File: src/rtl/sine_sample_stage.sv
// ---------------------------------------------------------------------------
// sine_sample_stage
//
// Downstream stage of the note phase accumulator. Once per audio sample
// period the running phase is captured, folded onto a quarter-wave sine ROM,
// sign-restored and handed to the mixer/PWM stage over a valid/ready
// handshake.
//
// Pipeline (one tick every CLK_DIV cycles):
//   S1  tick edge   : capture quadrant, mirrored ROM address, sign, mute flag
//   S2  +1 edge     : registered ROM read (magnitude only)
//   S3  +2 edge     : sign applied, mute forced to 0, handshake into output
//
// Ports
//   clk_in            in   1             system clock
//   rst_n_in          in   1             asynchronous active-low reset
//   phase_value_in    in   PHASE_WIDTH   running phase from the accumulator
//   gate_in           in   1             note active; 0 = mute
//   sample_ready_in   in   1             downstream accepts sample_out
//   sample_out        out  SAMPLE_WIDTH  signed two's-complement sample
//   sample_valid_out  out  1             sample_out holds an unconsumed sample
//   overrun_out       out  1             sticky: a sample was dropped
//
// Build option
//   SINE_ZERO_CROSS_MUTE_EN  when defined, muting waits for the next zero
//                            crossing (quadrant sign change) so the note
//                            releases without a click. When undefined, a
//                            low gate mutes the very next sample.
// ---------------------------------------------------------------------------
module sine_sample_stage #(
    parameter int PHASE_WIDTH    = 32,
    parameter int LUT_ADDR_WIDTH = 8,
    parameter int SAMPLE_WIDTH   = 16,
    parameter int CLK_DIV        = 6104
) (
    input  logic                           clk_in,
    input  logic                           rst_n_in,
    input  logic [PHASE_WIDTH-1:0]         phase_value_in,
    input  logic                           gate_in,
    input  logic                           sample_ready_in,
    output logic signed [SAMPLE_WIDTH-1:0] sample_out,
    output logic                           sample_valid_out,
    output logic                           overrun_out
);

    // -----------------------------------------------------------------------
    // Derived constants
    // -----------------------------------------------------------------------
    localparam int DIV_W     = $clog2(CLK_DIV);
    localparam int ROM_DEPTH = 2 ** LUT_ADDR_WIDTH;
    // ROM entries are always positive, so the sign bit is not stored.
    localparam int MAG_W     = SAMPLE_WIDTH - 1;
    localparam int AMPLITUDE = (2 ** (SAMPLE_WIDTH - 1)) - 1;

    localparam logic [DIV_W-1:0] DIV_LAST = DIV_W'(CLK_DIV - 1);

    // -----------------------------------------------------------------------
    // Quarter-wave ROM image, evaluated at elaboration.
    // Entry i holds round(AMPLITUDE * sin(pi/2 * (i + 0.5) / ROM_DEPTH)).
    // The half-step offset makes entry i and entry ~i exact mirrors around
    // the quarter point, so the bitwise-inverted address for odd quadrants
    // reproduces the falling half without any +1 correction.
    // -----------------------------------------------------------------------
    function automatic logic [ROM_DEPTH*MAG_W-1:0] build_rom();
        logic [ROM_DEPTH*MAG_W-1:0] image;
        real                        half_pi;
        real                        level;
        image   = '0;
        half_pi = 3.14159265358979323846 / 2.0;
        for (int i = 0; i < ROM_DEPTH; i++) begin
            level = AMPLITUDE * $sin(half_pi * (i + 0.5) / ROM_DEPTH);
            image[i*MAG_W +: MAG_W] = MAG_W'($rtoi(level + 0.5));
        end
        return image;
    endfunction

    // NOTE: the ROM is a constant, so there is no storage to reset; only the
    // read-data register that follows it is cleared by rst_n_in.
    localparam logic [ROM_DEPTH*MAG_W-1:0] ROM_IMAGE = build_rom();

    // -----------------------------------------------------------------------
    // Signals
    // -----------------------------------------------------------------------
    // Audio-rate divider
    logic [DIV_W-1:0]          div_count_q, div_count_d;
    logic                      tick;

    // Phase fields seen at the tick
    logic [1:0]                quadrant;
    logic [LUT_ADDR_WIDTH-1:0] quarter_idx;

    // Whether the sample taken at this tick is audible
    logic                      play_now;

    // S1: captured at the tick
    logic                      s1_valid_q, s1_valid_d;
    logic [LUT_ADDR_WIDTH-1:0] s1_addr_q,  s1_addr_d;
    logic                      s1_neg_q,   s1_neg_d;
    logic                      s1_play_q,  s1_play_d;

    // S2: ROM read data
    logic                      s2_valid_q, s2_valid_d;
    logic                      s2_neg_q,   s2_neg_d;
    logic                      s2_play_q,  s2_play_d;
    logic [MAG_W-1:0]          rom_data_q, rom_data_d;

    // S3: signed value arriving at the output register
    logic signed [SAMPLE_WIDTH-1:0] s3_magnitude;
    logic signed [SAMPLE_WIDTH-1:0] s3_value;

    // Output handshake register
    logic signed [SAMPLE_WIDTH-1:0] sample_q, sample_d;
    logic                           valid_q,  valid_d;
    logic                           overrun_q, overrun_d;

    // Phase bits below the ROM index do not affect the sample.
    logic unused_phase_lsbs;
    assign unused_phase_lsbs = ^phase_value_in[PHASE_WIDTH-LUT_ADDR_WIDTH-3:0];

    // -----------------------------------------------------------------------
    // Phase decode and tick
    // -----------------------------------------------------------------------
    assign tick        = (div_count_q == DIV_LAST);
    assign quadrant    = phase_value_in[PHASE_WIDTH-1 -: 2];
    assign quarter_idx = phase_value_in[PHASE_WIDTH-3 -: LUT_ADDR_WIDTH];

`ifdef SINE_ZERO_CROSS_MUTE_EN
    // -----------------------------------------------------------------------
    // Click-free mute FSM. It only moves on ticks. A released note keeps
    // sounding until the quadrant sign bit changes between two consecutive
    // ticks, i.e. the waveform has just crossed zero; that sample and all
    // later ones are silent.
    // -----------------------------------------------------------------------
    typedef enum logic [1:0] {
        MUTED,
        PLAYING,
        RELEASING
    } mute_state_e;

    mute_state_e mute_state_q, mute_state_d;
    logic        prev_half_q,  prev_half_d;

    always_comb begin
        mute_state_d = mute_state_q;
        prev_half_d  = prev_half_q;
        if (tick) begin
            prev_half_d = quadrant[1];
            unique case (mute_state_q)
                MUTED: begin
                    if (gate_in) mute_state_d = PLAYING;
                end
                PLAYING: begin
                    if (!gate_in) mute_state_d = RELEASING;
                end
                RELEASING: begin
                    if (gate_in) begin
                        mute_state_d = PLAYING;
                    end else if (quadrant[1] != prev_half_q) begin
                        mute_state_d = MUTED;
                    end
                end
                default: mute_state_d = MUTED;
            endcase
        end
    end

    // The sample taken at a tick follows the state that tick moves into, so
    // the zero-crossing sample itself is already silent.
    always_comb begin
        play_now = (mute_state_d != MUTED);
    end

    always_ff @(posedge clk_in or negedge rst_n_in) begin
        if (!rst_n_in) begin
            mute_state_q <= MUTED;
            prev_half_q  <= 1'b0;
        end else begin
            mute_state_q <= mute_state_d;
            prev_half_q  <= prev_half_d;
        end
    end
`else
    // Immediate mute: a low gate at the tick silences that sample.
    always_comb begin
        play_now = gate_in;
    end
`endif

    // -----------------------------------------------------------------------
    // Divider, pipeline and handshake next-state logic
    // -----------------------------------------------------------------------
    // NOTE: every signal written in this block is given a default first, so
    // no path leaves a value unassigned and no latch is inferred.
    always_comb begin
        // Divider wraps at CLK_DIV-1; that terminal count is the tick.
        div_count_d = tick ? '0 : div_count_q + DIV_W'(1);

        // S1: hold the captured fields between ticks.
        s1_valid_d = tick;
        s1_addr_d  = s1_addr_q;
        s1_neg_d   = s1_neg_q;
        s1_play_d  = s1_play_q;
        if (tick) begin
            // Odd quadrants run the quarter wave backwards.
            s1_addr_d = quadrant[0] ? ~quarter_idx : quarter_idx;
            // The second half of the cycle is the negative lobe.
            s1_neg_d  = quadrant[1];
            s1_play_d = play_now;
        end

        // S2: synchronous ROM read and side-band forwarding.
        s2_valid_d = s1_valid_q;
        s2_neg_d   = s1_neg_q;
        s2_play_d  = s1_play_q;
        rom_data_d = ROM_IMAGE[int'(s1_addr_q)*MAG_W +: MAG_W];

        // S3: restore the sign. The magnitude never exceeds 2**(SW-1)-1, so
        // the negation always fits.
        s3_magnitude = signed'({1'b0, rom_data_q});
        if (!s2_play_q) begin
            s3_value = '0;
        end else if (s2_neg_q) begin
            s3_value = -s3_magnitude;
        end else begin
            s3_value = s3_magnitude;
        end

        // Output handshake. A pending sample is never overwritten while the
        // consumer is stalling; the newcomer is dropped and flagged instead.
        sample_d  = sample_q;
        valid_d   = valid_q;
        overrun_d = overrun_q;
        if (s2_valid_q) begin
            if (!valid_q || sample_ready_in) begin
                sample_d = s3_value;
                valid_d  = 1'b1;
            end else begin
                overrun_d = 1'b1;
            end
        end else if (valid_q && sample_ready_in) begin
            valid_d = 1'b0;
        end
    end

    // -----------------------------------------------------------------------
    // State registers
    // -----------------------------------------------------------------------
    // NOTE: sequential state uses non-blocking assignments so every flop
    // samples the pre-edge value of its neighbours, regardless of the order
    // the statements are written in.
    always_ff @(posedge clk_in or negedge rst_n_in) begin
        if (!rst_n_in) begin
            div_count_q <= '0;
            s1_valid_q  <= 1'b0;
            s1_addr_q   <= '0;
            s1_neg_q    <= 1'b0;
            s1_play_q   <= 1'b0;
            s2_valid_q  <= 1'b0;
            s2_neg_q    <= 1'b0;
            s2_play_q   <= 1'b0;
            rom_data_q  <= '0;
            sample_q    <= '0;
            valid_q     <= 1'b0;
            overrun_q   <= 1'b0;
        end else begin
            div_count_q <= div_count_d;
            s1_valid_q  <= s1_valid_d;
            s1_addr_q   <= s1_addr_d;
            s1_neg_q    <= s1_neg_d;
            s1_play_q   <= s1_play_d;
            s2_valid_q  <= s2_valid_d;
            s2_neg_q    <= s2_neg_d;
            s2_play_q   <= s2_play_d;
            rom_data_q  <= rom_data_d;
            sample_q    <= sample_d;
            valid_q     <= valid_d;
            overrun_q   <= overrun_d;
        end
    end

    // -----------------------------------------------------------------------
    // Outputs
    // -----------------------------------------------------------------------
    assign sample_out       = sample_q;
    assign sample_valid_out = valid_q;
    assign overrun_out      = overrun_q;

endmodule

File: config.mk
export PLATFORM = sky130hd
export DESIGN_NAME = sine_sample_stage
export DESIGN_NICKNAME = d
export VERILOG_FILES = /design/src/rtl/sine_sample_stage.sv
export SDC_FILE = /design/constraint.sdc
export NUM_CORES = 1
export LEC_CHECK = 0
export ABC_CLOCK_PERIOD_IN_PS = 2900
export CORE_ASPECT_RATIO = 0.75
export CORE_MARGIN = 2
export CORE_UTILIZATION = 40
export CTS_CLUSTER_DIAMETER = 60
export CTS_CLUSTER_SIZE = 14
export DETAILED_ROUTE_END_ITERATION = 10
export PLACE_DENSITY = 0.54
export SLEW_MARGIN = 20
export SYNTH_ARGS = -nofsm -noshare
export SYNTH_HDL_FRONTEND = slang
export SYNTH_SLANG_ARGS = --single-unit
File: constraint.sdc
create_clock -name clk_in -period 2.9 [get_ports clk_in]
set_input_delay 0.58 -clock clk_in [delete_from_list [all_inputs] [get_ports clk_in]]
set_output_delay 0.58 -clock clk_in [all_outputs]
set_load 0.005 [all_outputs]
* Word level (Yosys, flattened, before mapping)
Cells that the tools add are included.
** Word-level totals
- Bits in registers :: 60
- Input bits :: 36
** Operators by class
- Add/sub/neg operators :: 2
- Shift-type cells :: 1
- Multiply operators :: 1
- Bitwise logic cells :: 2
- Multiplexer cells :: 7
- Reduce and logical (&&, ||, !) cells :: 7
- Eq/ne operators :: 2
** Operators by type and width (count)
- 3840-bit by 13-bit indexed part select with 15-bit output (first input constant) :: 1
- 16-bit two-way mux :: 2
- 15-bit negator with 16-bit output :: 1
- 13-bit by 1-bit adder with 13-bit output (second input constant) :: 1
- 13-bit equality test (second input constant) :: 1
- 13-bit two-way mux :: 1
- 8-bit by 4-bit multiplier with 12-bit output (second input constant) :: 1
- 8-bit two-way mux :: 1
- 8-bit NOT :: 1
- 2-bit AND reduction :: 3
- 1-bit two-way mux :: 3
- 2-bit by 1-bit inequality test with 1-bit output (second input constant) :: 1
- 2-bit nonzero test :: 1
- 1-bit logical AND :: 1
- 1-bit logical NOT :: 1
- 1-bit logical OR :: 1
- 1-bit NOT :: 1

* Depth between registers and ports, before layout
- Word-level depth :: 4
- Gate-level depth with buffers :: 12
- Mapped depth without buffers :: 8

* Worst setup path before layout
OpenSTA, ideal clock, no wires.
- Path kind :: reg2reg
- Start point :: reg s1_addr_q[1]
- End point :: reg rom_data_q[7]
- Data required time :: 2.763 ns
- Setup slack :: 0.259 ns
- Stages on the path, launching flop included :: 11
- Library setup time :: 0.137 ns
- Arrival :: 2.504 ns
- Cells stage by stage :: dfrtp_1 -> buf_2 -> buf_2 -> inv_1 -> ha_1 -> buf_2 -> buf_2 -> o221ai_1 -> mux4_2 -> nor2_1 -> a221oi_2
** Between the ends
- Cells in the longest elaborated chain, start to end :: 2
** RTL lines
- from (decl) :: RTL line 97 : logic [LUT_ADDR_WIDTH-1:0] s1_addr_q, s1_addr_d;
- from (signal assigned) :: RTL line 268 : s1_addr_q <= s1_addr_d;
- 8-bit by 4-bit multiplier with 12-bit output :: RTL line 215 : rom_data_d = ROM_IMAGE[int'(s1_addr_q)*MAG_W +: MAG_W];
- 3840-bit by 13-bit indexed part select with 15-bit output :: RTL line 215
- net rom_data_d[7] :: RTL line 105 : logic [MAG_W-1:0] rom_data_q, rom_data_d;
- to (signal assigned) :: RTL line 274 : rom_data_q <= rom_data_d;
- to (decl) :: RTL line 105
The timed path passes the listed nets, and every way through them passes these cells.
A chain may end at the register's enable or synchronous reset.

* Worst setup path in the final report
- Start point :: reg s1_addr_q[1]
- End point :: reg rom_data_q[3]
The elaborated chain is that of the path after synthesis.

==> impl_metrics.toml <==
[timing]
finalMaxSlewViolations = 0
max_freq_ghz = 0.360
worst_pin_slew_ns = 0.771
finClkSkew_ns = 0.00612
finalHoldViolations = 0
finalCritPeriodShare_pct = 95.7
worst_hold_slack_ns = 0.346
relSlewSlack_pct = 48.6
rsz0062_at_grt = "no"
fin_tns_setup_ns = 0
setup_viol = 0
period_needed_ns = 2.78

[synth]
synth_ff_type = "dfrtp_1"
synth_xor_area_share_pct = 4.34
syn_nets = 1007
yosys-top-cells-area = "dfrtp_1 (21%), o21ai_0 (6.5%), a21oi_1 (5.8%), nand2_1 (5.7%), nor2_1 (3.5%)"
yosys.area.top_type = "dfrtp_1"
synth_warnings = 0
ys_top_cells_by_count = "nand2_1 (106), o21ai_0 (91), a21oi_1 (82), nor2_1 (65), dfrtp_1 (60)"
synthArstFlopShare_pct = 100
synthCells = 956
synth-simple-area-share_pct = 24.2
synth_area_mm2 = 0.00704
synth_compound_area_share_pct = 34.3
synth.area.mux_share_pct = 3.89
avgSynthCellArea_um2 = 7.36
yosysUniqueCellTypes = 87
ys_ff_latch = 60
synth_top_area_share_pct = 21.3
synthAdderAreaFrac_pct = 2.67
yosysMostFrequentCell = "nand2_1"
synth_edf_count = 0
seq_area_frac_synth_pct = 21.3
synth_top_family_by_area = "compound AO/OA/AOI/OAI gates"

[cts]
root_buffer = "clkbuf_16"
htree_num_levels = 3
cts_made_buffers = 9
postCtsHoldBufs = 0
clock_sinks = 60
cts_resized = 0
cts_tree = "yes"
clk_pin_slew_worst_paths_ns = 0.05
cts.path.max_buffers = 2
clk_latency_ns = 0.33
post-cts-setup-buffers = 0

[floorplanning]
die_height_um = 119
start_util_pct = 41.3
dieArea_mm2 = 0.0187
core_mm2 = 0.0170
io-pin-count = 54
die_w_um = 157
fp-row-count = 41

[global_route]
grt_max_degree = 63
gr-total-overflow = 0
grt_pass1_vias = 7305
grt_usage_pct = 32.8
antenna_found_initial = 0
grt_pass1_wl_um = 46300

[cells_and_area]
drive_above_1_share_pct = 15.1
syn2layout_area_growth_pct = 15.4
finish.utilization_pct = 47.7
finalInstanceArea_mm2 = 0.00813
nets = 1035
final.fill_count = 1720

[setup_path]
setup.worst_path.end_class = "register"
crit_path_start_kind = "register"
worstPathArrival_ns = 2.96
worstPathMaxFanout = 11
critPathRequiredTime_ns = 3.09
critical_path_class = "register to register"

[drt]
drt_iter0_markers = 1342
viasPerCell = 6.59
totalWireLength_um = 30600
drtAntennaViolNets = 0
wire_per_inst_um = 24.9
firstDrtPassIters = 6
routed-via-count = 8071
drc = 0

[pwr]
power.total_uw = 1920
power_density_mw_per_mm2 = 236
leakage_uw = 0.00311
ir_worst_vdd_mv = 0.263

[placed_design]
dp.final_hpwl_um = 22200
port_buffers = 31
place_area_mm2 = 0.00783
place.gp.congestion = 1.07

[flow_run]
drv_cap = 0

[min_path]
worstHoldPathType = "register to register"

[outcome]
outcome = "finished clean"
[layer usage]
metal  vias to the layer above  track usage [%]  wire, um
met5                         -                0         0
met4                         0             7.50       808
met3                        80             13.1      4830
met2                       639             42.4     11700
met1                      3766             49.9     13200
li1                       3586                -         -
[area by class of cell]
cell class | count | area [um^2] | share of cell area [%]
Antenna cell | 1 | 2.50 | 0.0308
Inverter | 18 | 67.6 | 0.832
Tap cell | 236 | 295 | 3.63
Sequential cell | 60 | 1510 | 18.6
Multi-Input combinational cell | 775 | 4900 | 60.3
Timing Repair Buffer | 120 | 1060 | 13.1
Clock inverter | 2 | 35.0 | 0.431
Clock buffer | 13 | 250 | 3.08
[worst max-delay path, cell delays in order (launching register included)]
cell,delay [ns]
dfrtp_1,0.34
inv_1,0.06
ha_2,0.55
buf_4,0.22
or2_1,0.14
a21oi_1,0.14
o21ai_0,0.31
nand3_1,0.13
a221oi_1,0.51
buf_4,0.19
a211oi_1,0.04
[cells by family (layout without fill, tap and decap cells)]
logic type,count (synthesis),after routing
AO/OA/AOI/OAI,362,362
AND/OR/NAND/NOR,346,346
buffers and inverters,121,153
flip-flops,60,60
XOR/XNOR,34,34
multiplexers,18,18
adder cells (fa/ha/maj),15,15
other,0,1
[metrics by stage]
stage               cells  setup WS [ns]
floorplan             956          0.259
global placement     1209         0.0545
detailed placement   1209          0.134
CTS                  1224          0.124
global route         1224         0.0719
finish               1225          0.124
[path summary, 6_finish.rpt]
kind                               from        endpoint  slack [ns]  cells past startpoint
hold / removal               s1_valid_q      s2_valid_q        0.35                      0
hold reg to reg              s1_valid_q      s2_valid_q        0.35                      0
setup / recovery           s1_addr_q[1]   rom_data_q[3]        0.12                     10
min in group asynchronous      rst_n_in  sample_out[12]        0.40                      2
max in group asynchronous      rst_n_in    s1_addr_q[2]        1.89                      2
setup reg to reg           s1_addr_q[1]   rom_data_q[3]        0.12                     10
[where the power goes]
| part | internal (uW) | switching, uW | total (uW) |
|---|---|---|---|
| logic | 19.9 | 24.6 | 44.5 |
| clock network | 682 | 353 | 1030 |
| registers | 839 | 0.0000000000000308 | 839 |
| total | 1540 | 378 | 1920 |
[registers in the layout, indices dropped and copies added (netlist names)]
register,count
sample_out,16
rom_data_q,15
div_count_q,13
s1_addr_q,8
overrun_out,1
s1_neg_q,1
s1_play_q,1
s1_valid_q,1
s2_neg_q,1
s2_play_q,1
s2_valid_q,1
sample_valid_out,1
[cells in the final DEF (no fill, tap or decap), drive strengths merged, types with 13 or more instances in the layout]
master         count
inv               17
clkbuf            13
nand2            107
nor2              70
a21oi             83
or3               16
nor2b             27
o21ai             99
clkdlybuf4s50     30
nand3             25
nor3              26
a211oi            18
a31oi             29
buf               90
xor2              28
o211ai            19
o31ai             16
ha                15
dfrtp             60
nand2b            31
No activity file was read; power rests on OpenSTA's default activity.
